$ cat config.mk
export PLATFORM = sky130hd
export DESIGN_NAME = md_cart_bridge
export DESIGN_NICKNAME = d
export VERILOG_FILES = /design/src/rtl/md_cart_pkg.sv /design/src/rtl/md_cart_bankregs.sv /design/src/rtl/md_cart_bridge.sv
export SDC_FILE = /design/constraint.sdc
export NUM_CORES = 1
export LEC_CHECK = 0
export CORE_ASPECT_RATIO = 0.9
export CORE_UTILIZATION = 54
export DETAILED_ROUTE_END_ITERATION = 10
export HOLD_SLACK_MARGIN = 0.1
export PLACE_DENSITY_LB_ADDON = 0.2
export SETUP_SLACK_MARGIN = 0.5
export SLEW_MARGIN = 20
export SYNTH_ARGS = -nofsm -noshare
export SYNTH_HDL_FRONTEND = slang
export SYNTH_HIERARCHICAL = 1
export SYNTH_SLANG_ARGS = --single-unit
export TNS_END_PERCENT = 10
$ cat constraint.sdc
create_clock -name MCLK -period 4.7 [get_ports MCLK]
set_clock_uncertainty 0.2 [all_clocks]
set_input_delay 0.47 -clock MCLK [delete_from_list [all_inputs] [get_ports MCLK]]
set_output_delay 0.47 -clock MCLK [all_outputs]
set_load 0.05 [all_outputs]
$ cat src/rtl/md_cart_pkg.sv
`timescale 1ns/1ps
`default_nettype none
// ============================================================================
// Package : md_cart_pkg
// Brief   : Shared types and constants for the cartridge bridge.
// Rev     : 1.0  initial release
// ============================================================================
package md_cart_pkg;

    typedef enum logic [1:0] {
        IDLE  = 2'd0,
        FETCH = 2'd1,
        DRAIN = 2'd2,
        HOLD  = 2'd3
    } state_t;

    localparam int         SLOT_W     = 3;
    localparam int         SLOT_OFS_W = 18;
    localparam logic [3:0] REG_BASE   = 4'hF;

endpackage
`default_nettype wire

$ cat src/rtl/md_cart_bankregs.sv
`timescale 1ns/1ps
`default_nettype none
// ============================================================================
// Module : md_cart_bankregs
// Brief  : SSF2-style bank registers, write decode and address translation.
// Rev    : 1.0  initial release
// ============================================================================
module md_cart_bankregs
    import md_cart_pkg::*;
#(
    parameter int BANK_BITS = 6,
    parameter int NUM_SLOTS = 8,
    localparam int MEM_AW   = BANK_BITS + SLOT_OFS_W
) (
    input  logic              clk,
    input  logic              rst,
    input  logic [22:0]       i_va,
    input  logic [15:0]       i_vd,
    input  logic              i_lwr,
    input  logic              i_time,
    output logic              o_map_en,
    output logic              o_wr,
    output logic [MEM_AW-1:0] o_xlat_addr
);

    logic                 r_lwr;
    logic                 r_lwr_d;
    logic                 r_map_en;
    logic [BANK_BITS-1:0] r_bank    [NUM_SLOTS];
    logic [BANK_BITS-1:0] w_bank_nx [NUM_SLOTS];
    logic                 w_map_en_nx;
    logic                 w_wr;
    logic [2:0]           w_idx;
    logic [SLOT_W-1:0]    w_slot;
    logic [BANK_BITS-1:0] w_eff_bank;
    logic                 w_unused;

    assign w_wr     = r_lwr_d & ~r_lwr & ~i_time & (i_va[7:4] == REG_BASE);
    assign w_idx    = i_va[3:1];
    assign w_slot   = i_va[20:18];
    assign w_unused = &{1'b0, i_va[22:21], i_va[0], i_vd};

    // Next-state view of the registers; translation reads it so a write in
    // the same cycle as an access start is already visible.
    always_comb begin
        w_map_en_nx = r_map_en;
        for (int i = 0; i < NUM_SLOTS; i++) begin
            w_bank_nx[i] = r_bank[i];
        end
        if (w_wr) begin
            if (w_idx == 3'd0) begin
                w_map_en_nx = i_vd[0];
            end else begin
                w_bank_nx[w_idx] = i_vd[BANK_BITS-1:0];
            end
        end
        w_bank_nx[0] = '0;
    end

    always_ff @(posedge clk) begin
        if (rst) begin
            r_lwr    <= 1'b1;
            r_lwr_d  <= 1'b1;
            r_map_en <= 1'b0;
            for (int i = 0; i < NUM_SLOTS; i++) begin
                r_bank[i] <= BANK_BITS'(i);
            end
        end else begin
            r_lwr    <= i_lwr;
            r_lwr_d  <= r_lwr;
            r_map_en <= w_map_en_nx;
            for (int i = 0; i < NUM_SLOTS; i++) begin
                r_bank[i] <= w_bank_nx[i];
            end
        end
    end

    assign w_eff_bank  = w_map_en_nx ? w_bank_nx[w_slot]
                                     : {{(BANK_BITS-SLOT_W){1'b0}}, w_slot};
    assign o_xlat_addr = {w_eff_bank, i_va[SLOT_OFS_W-1:0]};
    assign o_map_en    = r_map_en;
    assign o_wr        = w_wr;

endmodule
`default_nettype wire

$ cat src/rtl/md_cart_bridge.sv
`timescale 1ns/1ps
`default_nettype none
// ============================================================================
// Module : md_cart_bridge
// Brief  : Cart strobe to req/ack ROM fetch bridge with bank mapper,
//          one-entry read cache and latency watchdog.
// Rev    : 1.0  initial release
// ============================================================================
module md_cart_bridge
    import md_cart_pkg::*;
#(
    parameter int BANK_BITS = 6,
    parameter int NUM_SLOTS = 8,
    parameter int MAX_LAT   = 12,
    parameter int CACHE_EN  = 1,
    localparam int MEM_AW   = BANK_BITS + SLOT_OFS_W
) (
    input  logic              MCLK,
    input  logic              ext_reset,
    input  logic [22:0]       VA,
    input  logic [15:0]       VD_i,
    input  logic              CAS0,
    input  logic              CE0,
    input  logic              LWR,
    input  logic              TIME,
    output logic [15:0]       cart_data,
    output logic              cart_valid,
    output logic              mem_req,
    output logic [MEM_AW-1:0] mem_addr,
    input  logic              mem_ack,
    input  logic [15:0]       mem_rdata,
    output logic              map_en,
    output logic              late_sticky,
    output logic [7:0]        late_cnt
);

    localparam int            WD_W   = $clog2(MAX_LAT + 1);
    localparam logic [WD_W-1:0] WD_MAX = WD_W'(MAX_LAT);

    state_t              r_state, w_state_nx;
    logic                r_rd_n, r_rd_n_d;
    logic                r_mem_req, w_req_nx;
    logic [MEM_AW-1:0]   r_mem_addr, w_addr_nx;
    logic [15:0]         r_cart_data, w_data_nx;
    logic                r_cart_valid, w_valid_nx;
    logic [MEM_AW-1:0]   r_c_addr, w_c_addr_nx;
    logic [15:0]         r_c_data, w_c_data_nx;
    logic                r_c_valid, w_c_valid_nx;
    logic [WD_W-1:0]     r_wd_cnt, w_wd_nx;
    logic                w_late;
    logic                r_late_sticky;
    logic [7:0]          r_late_cnt;
    logic                w_start;
    logic                w_hit;
    logic                w_wr;
    logic [MEM_AW-1:0]   w_xlat_addr;

    md_cart_bankregs #(
        .BANK_BITS (BANK_BITS),
        .NUM_SLOTS (NUM_SLOTS)
    ) u_bankregs (
        .clk         (MCLK),
        .rst         (ext_reset),
        .i_va        (VA),
        .i_vd        (VD_i),
        .i_lwr       (LWR),
        .i_time      (TIME),
        .o_map_en    (map_en),
        .o_wr        (w_wr),
        .o_xlat_addr (w_xlat_addr)
    );

    assign w_start = r_rd_n_d & ~r_rd_n;
    // A write in the same cycle invalidates before the lookup.
    assign w_hit   = (CACHE_EN != 0) && r_c_valid && !w_wr && (w_xlat_addr == r_c_addr);

    always_comb begin
        w_state_nx   = r_state;
        w_req_nx     = r_mem_req;
        w_addr_nx    = r_mem_addr;
        w_data_nx    = r_cart_data;
        w_valid_nx   = r_cart_valid;
        w_c_addr_nx  = r_c_addr;
        w_c_data_nx  = r_c_data;
        w_c_valid_nx = r_c_valid;
        case (r_state)
            IDLE: begin
                if (w_start) begin
                    w_addr_nx = w_xlat_addr;
                    if (w_hit) begin
                        w_state_nx = HOLD;
                        w_valid_nx = 1'b1;
                        w_data_nx  = r_c_data;
                    end else begin
                        w_state_nx = FETCH;
                        w_req_nx   = 1'b1;
                    end
                end
            end
            FETCH: begin
                if (mem_ack) begin
                    w_req_nx     = 1'b0;
                    w_data_nx    = mem_rdata;
                    w_valid_nx   = 1'b1;
                    w_c_addr_nx  = r_mem_addr;
                    w_c_data_nx  = mem_rdata;
                    w_c_valid_nx = 1'b1;
                    w_state_nx   = HOLD;
                end else if (r_rd_n) begin
                    w_state_nx = DRAIN;
                end
            end
            DRAIN: begin
                // The CPU has moved on; keep the word for a likely re-read.
                if (mem_ack) begin
                    w_req_nx     = 1'b0;
                    w_c_addr_nx  = r_mem_addr;
                    w_c_data_nx  = mem_rdata;
                    w_c_valid_nx = 1'b1;
                    w_state_nx   = IDLE;
                end
            end
            HOLD: begin
                if (r_rd_n) begin
                    w_valid_nx = 1'b0;
                    w_state_nx = IDLE;
                end
            end
            default: w_state_nx = IDLE;
        endcase
        if (w_wr) begin
            w_c_valid_nx = 1'b0;
        end
    end

    // Counter parks at MAX_LAT, so the late event fires once per fetch.
    always_comb begin
        w_wd_nx = '0;
        w_late  = 1'b0;
        if (r_mem_req) begin
            if (r_wd_cnt != WD_MAX) begin
                w_wd_nx = r_wd_cnt + 1'b1;
                w_late  = (w_wd_nx == WD_MAX) && !mem_ack;
            end else begin
                w_wd_nx = r_wd_cnt;
            end
        end
    end

    always_ff @(posedge MCLK) begin
        if (ext_reset) begin
            r_state       <= IDLE;
            r_rd_n        <= 1'b1;
            r_rd_n_d      <= 1'b1;
            r_mem_req     <= 1'b0;
            r_mem_addr    <= '0;
            r_cart_data   <= '0;
            r_cart_valid  <= 1'b0;
            r_c_addr      <= '0;
            r_c_data      <= '0;
            r_c_valid     <= 1'b0;
            r_wd_cnt      <= '0;
            r_late_sticky <= 1'b0;
            r_late_cnt    <= '0;
        end else begin
            r_state       <= w_state_nx;
            r_rd_n        <= CAS0 | CE0;
            r_rd_n_d      <= r_rd_n;
            r_mem_req     <= w_req_nx;
            r_mem_addr    <= w_addr_nx;
            r_cart_data   <= w_data_nx;
            r_cart_valid  <= w_valid_nx;
            r_c_addr      <= w_c_addr_nx;
            r_c_data      <= w_c_data_nx;
            r_c_valid     <= w_c_valid_nx;
            r_wd_cnt      <= w_wd_nx;
            if (w_late) begin
                r_late_sticky <= 1'b1;
                if (r_late_cnt != 8'hFF) begin
                    r_late_cnt <= r_late_cnt + 8'd1;
                end
            end
        end
    end

    assign cart_data   = r_cart_data;
    assign cart_valid  = r_cart_valid;
    assign mem_req     = r_mem_req;
    assign mem_addr    = r_mem_addr;
    assign late_sticky = r_late_sticky;
    assign late_cnt    = r_late_cnt;

endmodule
`default_nettype wire
==> impl_metrics.csv, run 1 <==
group,metric,value,unit
worst_setup_path,critPathSlowestCell,"clkdlybuf4s50_1",
synth,ys_types,72,
sta,fin_tns_setup,0,ns
min_path,holdPathEnd,"r_c_data[0]",
grt,met3_usage,5.97,%
floorplanning,start_util,55.6,%
worst_setup_path,crit_type,"input pin to flop",
grt,grt_max_degree,105,
layout,area_delta_synth_final,22.9,%
worst_setup_path,rr_worst_depth,13,
place,place_congestion,0.917,
synth,ys_seq_area_share,40.8,%
flow_run,drv_cap,0,
power,power.share.sequential,37.8,%
sta,setup_viol,0,
power,peakVddDrop,0.298,mV
min_path,hp-start,"r_c_data[0]",
synth,syn_area,7110,µm²
place,io_buffers,101,
layout,antenna-diode-count,0,
power,clockPowerShare,37.9,%
drt,wl,18600,µm
worst_setup_path,cp_top_family,"compound AO/OA/AOI/OAI gates",
grt,met2_usage,43.7,%
power,power_density,414,nW/µm²
drt,initialDrtViolationCount,650,
synth,synth_top_area_share,40.8,%
synth,synthTopCellsByArea,"dfxtp_1 41%, nand2_1 8.2%, a21oi_1 6.9%",
sta,fin_crit_sh,85.0,%
outcome,status,"complete, no violations",
power,p_int,2.48,mW
drt,vias,6296,
worst_setup_path,cp.depth,14,
synth,synthesis.instances,835,
sta,slew_headroom,27.4,%
layout,drive_gt1_share,10.6,%
floorplanning,dieArea,13600,µm²
layout,fin_util,68.4,%
grt,grt_pass1_vias,6043,
floorplanning,die_x,123,µm
floorplanning,core.rowCount,39,
worst_setup_path,rr_endpoint,"cart_data[6]",
worst_setup_path,start_kind,"input pin",
power,swShare,31.4,%
drt,routedWlPerCell,17.2,µm
cts,clock_latency,0.42,ns
synth,synth.most_common_cell,"nand2_1",
floorplanning,io_pins,114,
min_path,hp-class,"flop to flop",
grt,grt_pass1_wl,30400,µm
worst_setup_path,regToRegSetupSlack,0.89,ns
cts,clk_path_buf_depth,2,
grt,grt_use_met1,40.2,%
cts,cts_buffers,17,
sta,period_needed,3.99,ns
worst_setup_path,timing.rr.start,"u_bankregs/r_lwr_d",
worst_setup_path,slowest_delay,0.76,ns
synth,ys_ff_latch,145,
power,combPwrFrac,24.4,%
worst_setup_path,critical_path.endpoint_type,"flop",
sta,tightestPinTransition,1.09,ns
layout,ff_latch_area,2900,µm²
floorplanning,die_y,111,µm
grt,antenna_found_initial,0,
cts,cts_max_level,4,
synth,avgSynthCellArea,8.52,µm²
worst_setup_path,cp.required,4.83,ns
power,switchingPower,1.14,mW
synth,synth_common_cells,"155 x nand2_1, 145 x dfxtp_1, 98 x a21oi_1",
layout,finalNetCount,977,
grt,grt_usage,28.5,%
place,dp_hpwl,12600,µm
synth,syn_nets,907,
worst_setup_path,crit_chain,"clkdlybuf4s50_1 > nor2b_1 > nand3_1 > buf_12 > a32o_1 > o41ai_1 > o32ai_1 > xor2_1 > nor4_1 > nand4_1 > o22ai_4 > buf_4 > a21oi_1 > a211oi_2",
synth,synth-edff-count,0,
cts,clk_pin_slew,0.06,ns
synth,synth_area_leader_cell,"dfxtp_1",
place,pre_cts_ws,0.0861,ns
drt,post_drt_via_cell_ratio,5.82,
cts,cts_tree,"built",
worst_setup_path,path_buf_inv,3,
worst_setup_path,cp_data_arrival_time,4.12,ns
layout,multiInputGateArea,3710,µm²
synth,synth_top_flop_cell,"dfxtp_1",
drt,dr.pass1.iters,5,
layout,fillCellCount,969,
sta,max_freq,250,MHz
drt,ant_nets,0,
sta,hold_viol,0,
synth,yosysWarnings,6,
cts,cts_num_sinks,145,
sta,rsz0062_at_grt,"no",
grt,grt-ovfl-total,0,
power,power.total,3.62,mW
floorplanning,core-area,12800,µm²
sta,setup_ws,0.706,ns
sta,drv_slew,0,
min_path,worstHoldPathCells,2,
grt,grt.busiest_layer,"met2",
drt,drc,0,
power,leakage,3.28,nW
synth,synth_async_sr_flop_share,0,%
cts,root_buffer,"clkbuf_16",
worst_setup_path,crit_fanout,15,
-- per-layer routing --
layer / vias to the layer above / wire length [µm] / part of all wire, %
met5: - / 0 / 0
met4: 0 / 267 / 1.4
met3: 33 / 1240 / 6.7
met2: 250 / 8420 / 45
met1: 3005 / 8720 / 47
li1: 3008 / - / -
-- final cells by class --
class / count / area share, %
clock buffers: 24 / 5.39
inverters: 18 / 0.773
multi-input cells: 591 / 42.4
flip-flops and latches: 145 / 33.2
repair buffers: 132 / 14.4
clock inverters: 8 / 1.47
well taps: 164 / 2.35
-- cells in the final DEF, fill, tap and decap left out, types with 4 or more instances in the layout --
master,netlist,final
clkbuf_1,43,5
a211oi_2,10,10
ha_1,10,10
o22ai_1,4,4
nand2_1,155,155
clkdlybuf4s50_1,0,98
xor2_1,32,32
nor2b_1,11,11
or2_2,5,5
nor3b_1,6,6
clkbuf_16,0,17
inv_1,18,18
o211ai_1,5,5
nor2_1,64,64
and3_1,10,10
buf_4,21,31
nand2b_1,9,9
a32o_1,4,4
a211oi_1,12,12
a21oi_1,98,98
dfxtp_1,145,145
nand4_1,13,13
nor3_1,7,6
nand3_1,7,7
mux2i_1,43,43
a211o_1,9,9
o31ai_1,9,9
nand3b_1,4,4
o21ai_0,6,6
-- registers in the layout (all words and copies together) (netlist names), 2 cells and up --
signal / flops
late_cnt: 8
r_wd_cnt: 4
u_bankregs/r_bank: 42
cart_data: 16
mem_addr: 24
r_c_addr: 24
r_state: 2
r_c_data: 16
-- logic make-up after synthesis --
logic type | count (synthesis) | share of synthesized area, %
AO/OA/AOI/OAI | 181 | 17.0
multiplexers | 49 | 7.32
adder cells (fa/ha/maj) | 10 | 1.76
buffers and inverters | 99 | 7.23
XOR/XNOR | 35 | 4.31
AND/OR/NAND/NOR | 316 | 21.5
flip-flops | 145 | 40.8
-- worst max-delay path by stage --
stage / startpoint / to / slack, ns
6_report: VA[3] / cart_data[6] / 0.71
3_5_place_dp: VA[6] / cart_data[1] / 0.09
5_1_grt: TIME / cart_data[8] / 0.51
4_1_cts: VA[6] / cart_data[6] / 0.51
3_3_place_gp: TIME / cart_data[1] / 0.14
2_1_floorplan: VA[2] / cart_data[10] / 1.18
-- stage by stage --
step           std cells  cell area [µm²]  hold WS [ns]
5_1_grt             1082             8740         0.263
2_1_floorplan        835             7110         0.226
4_1_cts             1081             8720         0.253
3_5_place_dp        1049             8120         0.245
3_3_place_gp        1049             8120         0.236
6_report            1082             8740         0.252
-- what timing repair did --
action / in CTS / in global routing
hold buffers: 0 / 0
hold endpoints to repair: 0 / 0
setup buffers: 0 / 1
resized for setup: 0 / 7
setup endpoints to repair: 0 / 19
-- tightest hold or removal path, delay by kind of cell, from the launching register on --
family	cells	cell delay (ns)
flip-flops	1	0.31
AND/OR/NAND/NOR	1	0.05
AO/OA/AOI/OAI	1	0.05
-- power by group through the flow --
stage	clock network [mW]	logic [mW]	registers, mW
finish	1.37	0.883	1.37
global route	1.45	0.949	1.38
CTS	1.39	0.878	1.37
detailed placement	0	0.872	1.39
global placement	0	0.853	1.39
floorplan	0	0.516	1.51
No activity file was read; power rests on OpenSTA's default activity.
==> run 2: changes to the inputs <==
==> constraint.sdc (replaced) <==
create_clock -name MCLK -period 3.8 [get_ports MCLK]
set_clock_uncertainty 0.2 [all_clocks]
set_input_delay 0.38 -clock MCLK [delete_from_list [all_inputs] [get_ports MCLK]]
set_output_delay 0.38 -clock MCLK [all_outputs]
set_load 0.05 [all_outputs]
==> run 2 against run 1 <==
Sequential cell count stayed put. Design area rose by 8.9%. Sequential power increased by 24%. Core utilization up 6.1 points. Setup slack worse by 0.52 ns. Clock power increased by 28%. Non-clock buffer count up 71. Hold slack better by 0.0037 ns. Critical endpoint unchanged. Critical path type is now flop to flop.
==> impl_metrics.csv, run 2 (synthesis gave the netlist of run 1 again) <==
group,metric,value,unit
outcome,status,"complete, no violations",
layout,finalNetCount,1049,
place,place_congestion,0.950,
floorplanning,die_y,111,µm
cts,cts_max_level,4,
cts,cts_tree,"built",
sta,hold_viol,0,
sta,slew_headroom,29.3,%
drt,vias,6587,
layout,antenna-diode-count,0,
sta,drv_slew,0,
drt,dr.pass1.iters,7,
grt,grt_usage,30.9,%
worst_setup_path,crit_type,"flop to flop",
sta,setup_ws,0.184,ns
sta,fin_crit_sh,95.2,%
layout,stdcell_count,1154,
layout,mostFrequentLayoutCell,"nand2_1",
sta,tightestPinTransition,1.06,ns
layout,area_delta_synth_final,33.9,%
worst_setup_path,cp.required,3.93,ns
drt,drc,0,
sta,setup_viol,0,
drt,ant_nets,0,
grt,grt_max_degree,85,
cts,clock_latency,0.42,ns
floorplanning,io_pins,114,
cts,cts_hold_buf,0,
grt,grt_pass1_vias,6389,
sta,max_freq,277,MHz
min_path,hp-class,"flop to flop",
floorplanning,die_x,123,µm
layout,largest_reg_flops,42,
place,place_inst,1100,
power,peakVddDrop,0.422,mV
drt,post_drt_via_cell_ratio,5.71,
power,leakage,3.67,nW
layout,drive_gt1_share,20.4,%
place,pre_cts_ws,-0.502,ns
layout,final_cell_mix,"155 x nand2_1, 143 x dfxtp_1, 92 x clkdlybuf4s50_1, 92 x buf_4, 89 x a21oi_1",
floorplanning,start_util,55.6,%
cts,cts_num_sinks,145,
floorplanning,core.rowCount,39,
floorplanning,core-area,12800,µm²
drt,wl,20600,µm
power,power_density,491,nW/µm²
floorplanning,dieArea,13600,µm²
worst_setup_path,start_kind,"flop",
place,dp_hpwl,13800,µm
worst_setup_path,cp_data_arrival_time,3.74,ns
drt,initialDrtViolationCount,605,
cts,clk_pin_slew,0.06,ns
sta,rsz0062_at_grt,"yes",
worst_setup_path,critical_path.endpoint_type,"flop",
grt,grt_pass1_wl,32500,µm
grt,antenna_found_initial,0,
sta,period_needed,3.62,ns
drt,routedWlPerCell,17.8,µm
grt,grt-ovfl-total,0,
cts,clk_path_buf_depth,2,
place,io_buffers,101,
layout,regMostFlops,"u_bankregs/r_bank",
sta,fin_tns_setup,0,ns
worst_setup_path,crit_fanout,8,
flow_run,drv_cap,0,
cts,cts_buffers,17,
cts,root_buffer,"clkbuf_16",
==> run 2: layer usage <==
metal	global-route usage, %	vias to the layer above	routed length, µm
met4	9.08	0	425
met1	42.2	3149	9270
met5	0	-	0
li1	-	3157	-
met2	47.1	245	9380
met3	8.64	36	1480
==> run 2: path summary, 6_finish.rpt <==
path	cells after the start	startpoint	slack (ns)	end
worst min register to register	2	r_c_data[1]	0.26	r_c_data[1]
worst min-delay path	2	r_c_data[1]	0.26	r_c_data[1]
worst max-delay path	16	u_bankregs/r_lwr_d	0.18	cart_data[6]
worst max register to register	16	u_bankregs/r_lwr_d	0.18	cart_data[6]
==> run 2: what timing repair did <==
| item | 4_1_cts | 5_1_grt |
|---|---|---|
| cloned | 2 | 0 |
| setup buffers | 16 | 4 |
| resized for setup | 45 | 6 |
| setup endpoints to repair | 19 | 19 |
| pin swaps | 37 | 15 |
==> run 2: final cells by class <==
type / instances / area, µm²
Timing Repair Buffer: 203 / 1860
Multi-Input combinational cell: 592 / 3850
Sequential cell: 145 / 2910
Clock inverter: 11 / 150
Fill cell: 937 / 3260
Clock buffer: 21 / 480
Inverter: 18 / 67.6
Tap cell: 164 / 205
==> run 2: report_power, final <==
part / switching (mW) / internal, mW
Clock: 0.648 / 1.11
Combinational: 0.778 / 0.443
Sequential: 0.0743 / 1.62
Total: 1.50 / 3.17
==> run 2: per-stage QoR <==
| stage | instance area (µm²) | power [mW] | hold slack, ns | util [%] |
|---|---|---|---|---|
| after detailed placement | 8540 | 2.82 | 0.248 | 66.8 |
| after CTS | 9470 | 4.67 | 0.256 | 74.0 |
| after global routing | 9520 | 4.86 | 0.272 | 74.5 |
| after floorplan | 7140 | 2.51 | 0.226 | - |
| final | 9520 | 4.67 | 0.256 | 74.5 |
| after global placement | 8540 | 2.80 | 0.240 | 66.8 |
==> run 2: worst max-delay path, stage by stage (launching register included) <==
cell	delay (ns)
dfxtp_2	0.32
and4b_2	0.27
buf_6	0.15
nand4_1	0.20
buf_4	0.21
mux2_4	0.30
a32oi_1	0.22
nand4_1	0.21
xor2_1	0.20
nor4_2	0.18
nand4_1	0.13
buf_4	0.18
o22ai_4	0.19
buf_6	0.15
buf_16	0.11
a21oi_1	0.09
a211oi_2	0.22
